`src/rtl/fetch_sequencer_pkg.sv`:
```
// rtl/fetch_sequencer_pkg.sv - shared state encodings, opcodes and defaults for fetch_sequencer
package fetch_sequencer_pkg;

  typedef enum logic [2:0] {
    ST_IDLE   = 3'd0,
    ST_FETCH  = 3'd1,
    ST_EXEC   = 3'd2,
    ST_COMMIT = 3'd3,
    ST_HALT   = 3'd4
  } state_t;

  localparam logic [3:0]  OP_BR        = 4'hC;
  localparam logic [3:0]  OP_JMP       = 4'hD;
  localparam logic [3:0]  OP_TRAP      = 4'hF;
  localparam logic [15:0] DEF_RESET_PC = 16'h0000;

  // Top nibble of the instruction selects the opcode class
  function automatic logic is_trap(input logic [3:0] op_nibble);
    return op_nibble == OP_TRAP;
  endfunction

endpackage

```
`src/rtl/fetch_sequencer_cc_unit.sv`:
```
// rtl/fetch_sequencer_cc_unit.sv - combinational n/z/p decode of a datapath result
module cc_unit #(
  parameter int DATA_W = 16
) (
  input  logic [DATA_W-1:0] i_result,
  output logic              o_n,
  output logic              o_z,
  output logic              o_p
);

  logic w_zero;

  // Exactly one of n/z/p is set for any result value
  always_comb begin
    w_zero = (i_result == '0);
    o_n    = i_result[DATA_W-1];
    o_z    = w_zero;
    o_p    = !i_result[DATA_W-1] && !w_zero;
  end

endmodule

```
`src/rtl/fetch_sequencer.sv`:
```
// rtl/fetch_sequencer.sv - PC/IR/CC owner and fetch-execute-commit sequencer (option: HALT_DETECT_EN)
module fetch_sequencer
  import fetch_sequencer_pkg::*;
#(
  parameter int                DATA_W   = 16,
  parameter logic [DATA_W-1:0] RESET_PC = DATA_W'(DEF_RESET_PC)
) (
  input  logic              clk,
  input  logic              rst_n,
  output logic              imem_req,
  output logic [DATA_W-1:0] imem_addr,
  input  logic              imem_ack,
  input  logic [DATA_W-1:0] imem_rdata,
  output logic [DATA_W-1:0] ip,
  output logic [DATA_W-1:0] opcode,
  output logic              n,
  output logic              z,
  output logic              p,
  input  logic [DATA_W-1:0] next_ip,
  output logic              exec_start,
  input  logic              exec_done,
  input  logic              cc_we,
  input  logic [DATA_W-1:0] cc_result,
  output logic              halted
);

  state_t            r_state;
  state_t            w_next_state;
  logic              r_exec_first;
  logic [DATA_W-1:0] r_pc;
  logic [DATA_W-1:0] r_ir;
  logic              r_n;
  logic              r_z;
  logic              r_p;
  logic              w_n;
  logic              w_z;
  logic              w_p;
`ifdef HALT_DETECT_EN
  logic              w_trap;

  assign w_trap = is_trap(r_ir[DATA_W-1 -: 4]);
`endif

  cc_unit #(.DATA_W(DATA_W)) u_cc_unit (
    .i_result (cc_result),
    .o_n      (w_n),
    .o_z      (w_z),
    .o_p      (w_p)
  );

  // State register; reset aborts any in-flight fetch or execute
  always_ff @(posedge clk or negedge rst_n) begin
    if (!rst_n) r_state <= ST_IDLE;
    else        r_state <= w_next_state;
  end

  // Next-state: strays (ack outside FETCH, done outside EXEC) fall through unchanged
  always_comb begin
    w_next_state = r_state;
    case (r_state)
      ST_IDLE:   w_next_state = ST_FETCH;
      ST_FETCH:  if (imem_ack) w_next_state = ST_EXEC;
      ST_EXEC: begin
        if (exec_done) begin
`ifdef HALT_DETECT_EN
          w_next_state = w_trap ? ST_HALT : ST_COMMIT;
`else
          w_next_state = ST_COMMIT;
`endif
        end
      end
      ST_COMMIT: w_next_state = ST_FETCH;
      ST_HALT:   w_next_state = ST_HALT;
      default:   w_next_state = ST_IDLE;
    endcase
  end

  // PC, IR, CC and first-EXEC-cycle flag; CC lands before COMMIT so next_ip sees new flags
  always_ff @(posedge clk or negedge rst_n) begin
    if (!rst_n) begin
      r_pc         <= RESET_PC;
      r_ir         <= '0;
      r_n          <= 1'b0;
      r_z          <= 1'b1;
      r_p          <= 1'b0;
      r_exec_first <= 1'b0;
    end else begin
      r_exec_first <= (r_state == ST_FETCH) && imem_ack;
      if ((r_state == ST_FETCH) && imem_ack)
        r_ir <= imem_rdata;
      if ((r_state == ST_EXEC) && exec_done && cc_we) begin
        r_n <= w_n;
        r_z <= w_z;
        r_p <= w_p;
      end
      if (r_state == ST_COMMIT)
        r_pc <= next_ip;
    end
  end

  // Outputs decoded from state; held registers drive the next-IP interface
  always_comb begin
    imem_req   = (r_state == ST_FETCH);
    exec_start = (r_state == ST_EXEC) && r_exec_first;
`ifdef HALT_DETECT_EN
    halted     = (r_state == ST_HALT);
`else
    halted     = 1'b0;
`endif
    imem_addr  = r_pc;
    ip         = r_pc;
    opcode     = r_ir;
    n          = r_n;
    z          = r_z;
    p          = r_p;
  end

endmodule

```
`config.mk`:
```
export PLATFORM = sky130hd
export DESIGN_NAME = fetch_sequencer
export DESIGN_NICKNAME = d
export VERILOG_FILES = /design/src/rtl/fetch_sequencer_pkg.sv /design/src/rtl/fetch_sequencer_cc_unit.sv /design/src/rtl/fetch_sequencer.sv
export SDC_FILE = /design/constraint.sdc
export NUM_CORES = 1
export LEC_CHECK = 0
export ABC_AREA = 1
export BUFFER_PORTS_ARGS = -buffer_cell sky130_fd_sc_hd__buf_2
export CELL_PAD_IN_SITES_DETAIL_PLACEMENT = 1
export CELL_PAD_IN_SITES_GLOBAL_PLACEMENT = 1
export CORE_ASPECT_RATIO = 1.4
export CORE_MARGIN = 2
export CORE_UTILIZATION = 29
export DETAILED_ROUTE_END_ITERATION = 12
export GPL_TIMING_DRIVEN = 0
export HOLD_SLACK_MARGIN = 0.1
export PLACE_DENSITY = 0.83
export SYNTH_ARGS = -nofsm -noshare
export SYNTH_HDL_FRONTEND = slang
export SYNTH_SLANG_ARGS = --single-unit
```
`constraint.sdc`:
```
create_clock -name clk -period 1.5 [get_ports clk]
set_clock_uncertainty 0.05 [all_clocks]
set_input_delay 0.3 -clock clk [delete_from_list [all_inputs] [get_ports clk]]
set_output_delay 0.3 -clock clk [all_outputs]
set_load 0.005 [all_outputs]
```
==> reports/qor.txt, run 1 <==
Reg power frac: 36.3%
Grt total ovfl: 0
Failing checks: negative setup slack
CP Launch Type: flop
Pin count of the biggest net entering global routing: 40
Peak VDD IR: 0.698 mV
Hold Crit Class: input pin to asynchronous set/reset pin
Synth-to-Final Area Change: 44.8%
Final setup vio count: 1
First drt pass iteration count: 4
CTS Sinks: 39
Routability cong.: 0.730
Initial antenna violation count: 0
Top-count cell post-synth: nand2_1
Pre-CTS WS: 0.0580 ns
Final-stage net count: 377
Clock buffer depth: 2
Yosys warns: 0
Root Driver: clkbuf_8
Distinct cells, synth: 20
Power, Total: 5.01 mW
Share of layout cells above drive strength 1: 47.4%
Top-level port count: 107
DR vias/cell: 4.27
Total of fill cells in the finished design: 745
Dominant cell type by area after synthesis: dfrtp_1
Hold_ws: 0.0817 ns
Crit Path Class: flop to output port
Yosys top cell area share: 54.4%
Worst skew pair latency: 0.29 ns
Post-synthesis register bit count: 39
Pleak: 1.50 nW
Grt peak-use layer: met2
MaxCap Viol Count: 0
Num CTS Buffers: 5
Max Slew Vio Count: 0
RSZ-0062 raised after global routing: yes
Clock transition at the registers of the reported paths: 0.08 ns
Starting density of the core: 30.0%
GR Util met1: 15.2%
DRC: 0
Routed Antenna Nets: 0
Worst r2r src: r_state[2]$_DFFE_PN0P_
Actual slew at the worst max-slew pin: 0.879 ns
Crit-path max FO: 3
Hold buffers post-CTS: 0
Crit path DAT: 1.16 ns
Post-synth top flop: dfrtp_1
PortBufs: 105
Setup TNS: -0.00821 ns
Clk pwr share: 15.5%
WL final: 4.83 mm
DIE WIDTH: 69.6 um
GRT Total Usage: 15.1%
CTS tree: built
Met3 Usage GRT: 3.77%
Vias in the first global route: 1728
Status: finished, violations left
P_int: 3.19 mW
Detailed-route via count: 1688
FMAX: 0.663 GHz
Switching pwr: 1.82 mW
Worst setup EP type: output port
Sequential area share after synthesis: 55.9%
H-tree levels: 2
Slew Limit Headroom: 41.4%
Final hold vios: 0
Pwr dens: 1980 nW/um^2
Switching share of power: 36.4%
Avg Cell Area, Syn: 8.49 um^2
Detailed Place HPWL: 3.75 mm
Post-synth EDFFs: 0
Asr flop ratio synth: 100%
Combinational group share of total power: 48.2%
Final min period: 1.51 ns
List of most frequent post-synthesis cells: nand2_1, dfrtp_1, nand3_1
WP data required: 1.15 ns
Mapped Cells: 206
CP Launch Point: r_state[1]$_DFFE_PN0P_
Final setup margin: -0.00821 ns
Rows: 33
First-pass GRT wire length: 7.91 mm
Die H: 95.9 um
Synthesized area: 1750 um^2
Initial DRC count: 50
Main area contributors after synthesis: dfrtp_1, nand2_1, buf_4, nand3_1, nor2_1
Core Region: 5820 um^2
Final period util: 101%
Die area: 6670 um^2
Avg WL per Cell: 12.2 um
Syn_nets: 259
GR met2 Demand/Resource: 30.1%
Antenna fix cells: 0
power groups by stage:
stage | registers, mW | logic [mW] | clock network (mW)
finish | 1.82 | 2.41 | 0.779
floorplan | 1.88 | 1.23 | 0
CTS | 1.84 | 2.42 | 0.815
global placement | 1.83 | 2.19 | 0
detailed placement | 1.85 | 2.29 | 0
global route | 1.90 | 2.74 | 0.854
area by class of cell:
| type | count | area, um^2 | share of cell area (%) |
|---|---|---|---|
| timing repair buffer | 111 | 581 | 22.9 |
| tap | 70 | 87.6 | 3.46 |
| multi-input combinational | 136 | 572 | 22.6 |
| clock buffer | 7 | 96.3 | 3.81 |
| inverter | 8 | 37.5 | 1.48 |
| sequential | 39 | 978 | 38.7 |
| clock inverter | 1 | 7.51 | 0.297 |
| buffer | 23 | 171 | 6.77 |
timing repair:
item / 4_1_cts / 5_1_grt
resized for setup: 4 / 4
endpoints found under the setup margin: 2 / 2
pin swaps: 3 / 3
setup buffers: 4 / 2
state kept, by name, summed over array words and instances (netlist names):
register and count:
r_state 3, n 1, opcode 16, imem_addr 16, r_exec_first 1, z 1, p 1
placed cells by master, fill, tap and decap left out, drive strengths merged:
cell type / count
buf: 133
nand2: 95
dfrtp: 38
nand3: 18
nor2: 18
clkbuf: 8
inv: 8
a21oi: 1
o21ai: 1
o22ai: 1
nor3: 1
conb: 1
clkinvlp: 1
dfstp: 1
kinds of logic after synthesis:
logic type      synth area share [%]
simple gates                    31.3
flops                           55.9
buf+inv                         11.7
compound gates                 0.930
other cells                    0.215
through the flow:
step / instance area [um^2] / util (%) / instances
2_1_floorplan: 1750 / - / 206
3_3_place_gp: 2360 / 40.6 / 381
3_5_place_dp: 2360 / 40.6 / 381
4_1_cts: 2510 / 43.1 / 393
5_1_grt: 2530 / 43.5 / 395
6_report: 2530 / 43.5 / 395
worst max-delay path, stage by stage (launching register included):
cell and delay, ns:
dfrtp_2 0.43, buf_6 0.13, nor2_4 0.07, nand2_2 0.06, inv_2 0.08, buf_6 0.10
per-layer routing:
layer / share of wire [%] / wire length, um / vias up
li1: - / - / 850
met1: 35 / 1690 / 781
met2: 58 / 2810 / 50
met3: 5.6 / 272 / 7
met4: 1.1 / 54 / 0
met5: 0 / 0 / -
path summary, 6_finish.rpt:
path	cells after the start	slack (ns)	end
setup / recovery	5	-0.008	imem_req
hold / removal	1	0.08	imem_addr[6]$_DFFE_PN0N_
setup reg to reg	7	0.13	imem_addr[11]$_DFFE_PN0N_
hold reg to reg	2	0.42	z$_DFFE_PN1P_
max in group asynchronous	1	0.72	r_state[1]$_DFFE_PN0P_
min in group clk	3	0.15	opcode[5]$_DFFE_PN0P_
Power figures use the tool's default switching activity.
==> run 2: changes to the inputs <==
CORE_ASPECT_RATIO = 0.75   (was 1.4)
SETUP_SLACK_MARGIN = 0.2   (was not set)
==> run 2 against run 1 <==
Effect of this change:
- the flow still finishes with violations (negative setup slack)
- register-to-register slack worse by 0.10 ns
- combinational power up 49%
- power up 24%
- critical endpoint unchanged
- largest power group unchanged
==> reports/qor.txt, run 2 (synthesis gave the netlist of run 1 again) <==
DIE WIDTH: 93.6 um
Num CTS Buffers: 5
Initial DRC count: 42
Worst skew pair latency: 0.29 ns
DR vias/cell: 4.31
H-tree levels: 2
Slowest cell on crit path: dfrtp_1
Rows: 24
Detailed Place HPWL: 3.56 mm
PortBufs: 105
Die H: 71.2 um
MaxCap Viol Count: 0
CTS Sinks: 39
Core Region: 5830 um^2
Crit Path Class: flop to output port
Final min period: 1.51 ns
Most frequent cells in the layout: buf_2, nand2_1, buf_6, dfrtp_1, nand2_2
CTS tree: built
Synth-to-Final Area Change: 75.8%
Clock buffer depth: 2
Worst setup EP type: output port
Routability cong.: 0.714
Starting density of the core: 30.0%
Share of layout cells above drive strength 1: 60.3%
RSZ-0062 raised after global routing: yes
Detailed-route via count: 1845
Slew Limit Headroom: 41.0%
First-pass GRT wire length: 8.80 mm
DRC: 0
Power, Total: 6.21 mW
FMAX: 0.663 GHz
Max Slew Vio Count: 0
CP Launch Type: flop
Setup TNS: -0.00722 ns
Pin count of the biggest net entering global routing: 40
Hold_ws: 0.0737 ns
Most common cell after layout, fill and taps aside: buf_2
Top-level port count: 107
WL final: 5.65 mm
Die area: 6670 um^2
Clock transition at the registers of the reported paths: 0.08 ns
Hold Crit Class: input pin to asynchronous set/reset pin
Status: finished, violations left
Root Driver: clkbuf_8
Initial antenna violation count: 0
Crit-path max FO: 3
Final hold vios: 0
Final setup margin: -0.00722 ns
Vias in the first global route: 1820
Peak VDD IR: 0.711 mV
Final-stage net count: 402
Total of fill cells in the finished design: 687
Max stage delay on crit path: 0.42 ns
Final setup vio count: 1
Grt total ovfl: 0
Crit path DAT: 1.16 ns
WP data required: 1.15 ns
Antenna fix cells: 0
Fin util: 52.7%
Routed Antenna Nets: 0
Worst path cell trace: buf_6 > nor2_4 > nand2_2 > inv_2 > buf_2
Pleak: 1.75 nW
Actual slew at the worst max-slew pin: 0.885 ns
First drt pass iteration count: 4
Pwr dens: 2020 nW/um^2
Failing checks: negative setup slack
R2R Setup Slk: 0.03 ns
Crit path buf inv count: 3
Avg WL per Cell: 13.2 um
CP delay by family, top: flip-flops
Final period util: 100%
GRT Total Usage: 16.6%
## run 2: what timing repair did
item / CTS / global route
gates cloned: 2 / 0
hold buffers: 0 / 0
pin swaps: 8 / 13
gates resized for setup: 52 / 47
buffers inserted: 14 / 15
setup endpoints to repair: 29 / 49
## run 2: final timing paths
kind / from / endpoint / depth (start not counted)
min in group clk: imem_rdata[3] / opcode[3]$_DFFE_PN0P_ / 3
worst max register to register: r_state[1]$_DFFE_PN0P_ / opcode[4]$_DFFE_PN0P_ / 10
worst max-delay path: r_state[1]$_DFFE_PN0P_ / imem_req / 5
worst min register to register: z$_DFFE_PN1P_ / z$_DFFE_PN1P_ / 2
max in group asynchronous: rst_n / imem_addr[9]$_DFFE_PN0N_ / 1
worst min-delay path: rst_n / imem_addr[4]$_DFFE_PN0N_ / 1
## run 2: cell type report
class	instances	area [um^2]	share of cell area, %
clock buffers	5	68.8	2.24
inverters	8	47.5	1.55
plain buffers	23	238	7.74
well taps	78	97.6	3.18
flip-flops and latches	39	977	31.8
repair buffers	136	931	30.3
clock inverters	3	15.0	0.489
multi-input cells	136	698	22.7
## run 2: layer usage
metal	vias to the layer above	GRT usage (%)	wire, um
li1	899	-	-
met1	880	21.3	2400
met5	-	0	0
met3	5	3.89	303
met2	61	29.1	2920
met4	0	3.38	29
## run 2: per-stage QoR
step | cells | instance area (um^2) | worst slack, ns
floorplan | 206 | 1750 | 0.268
global placement | 389 | 2370 | 0.104
detailed placement | 389 | 2370 | 0.0639
CTS | 413 | 2750 | -0.0287
global route | 428 | 3070 | -0.0440
finish | 428 | 3070 | -0.00722
## run 2: power by group
part           internal (mW)  switching (mW)  total (mW)
Sequential              1.53           0.371        1.91
Combinational           2.10            1.50        3.60
Clock                  0.319           0.383       0.701
Total                   3.96            2.25        6.21
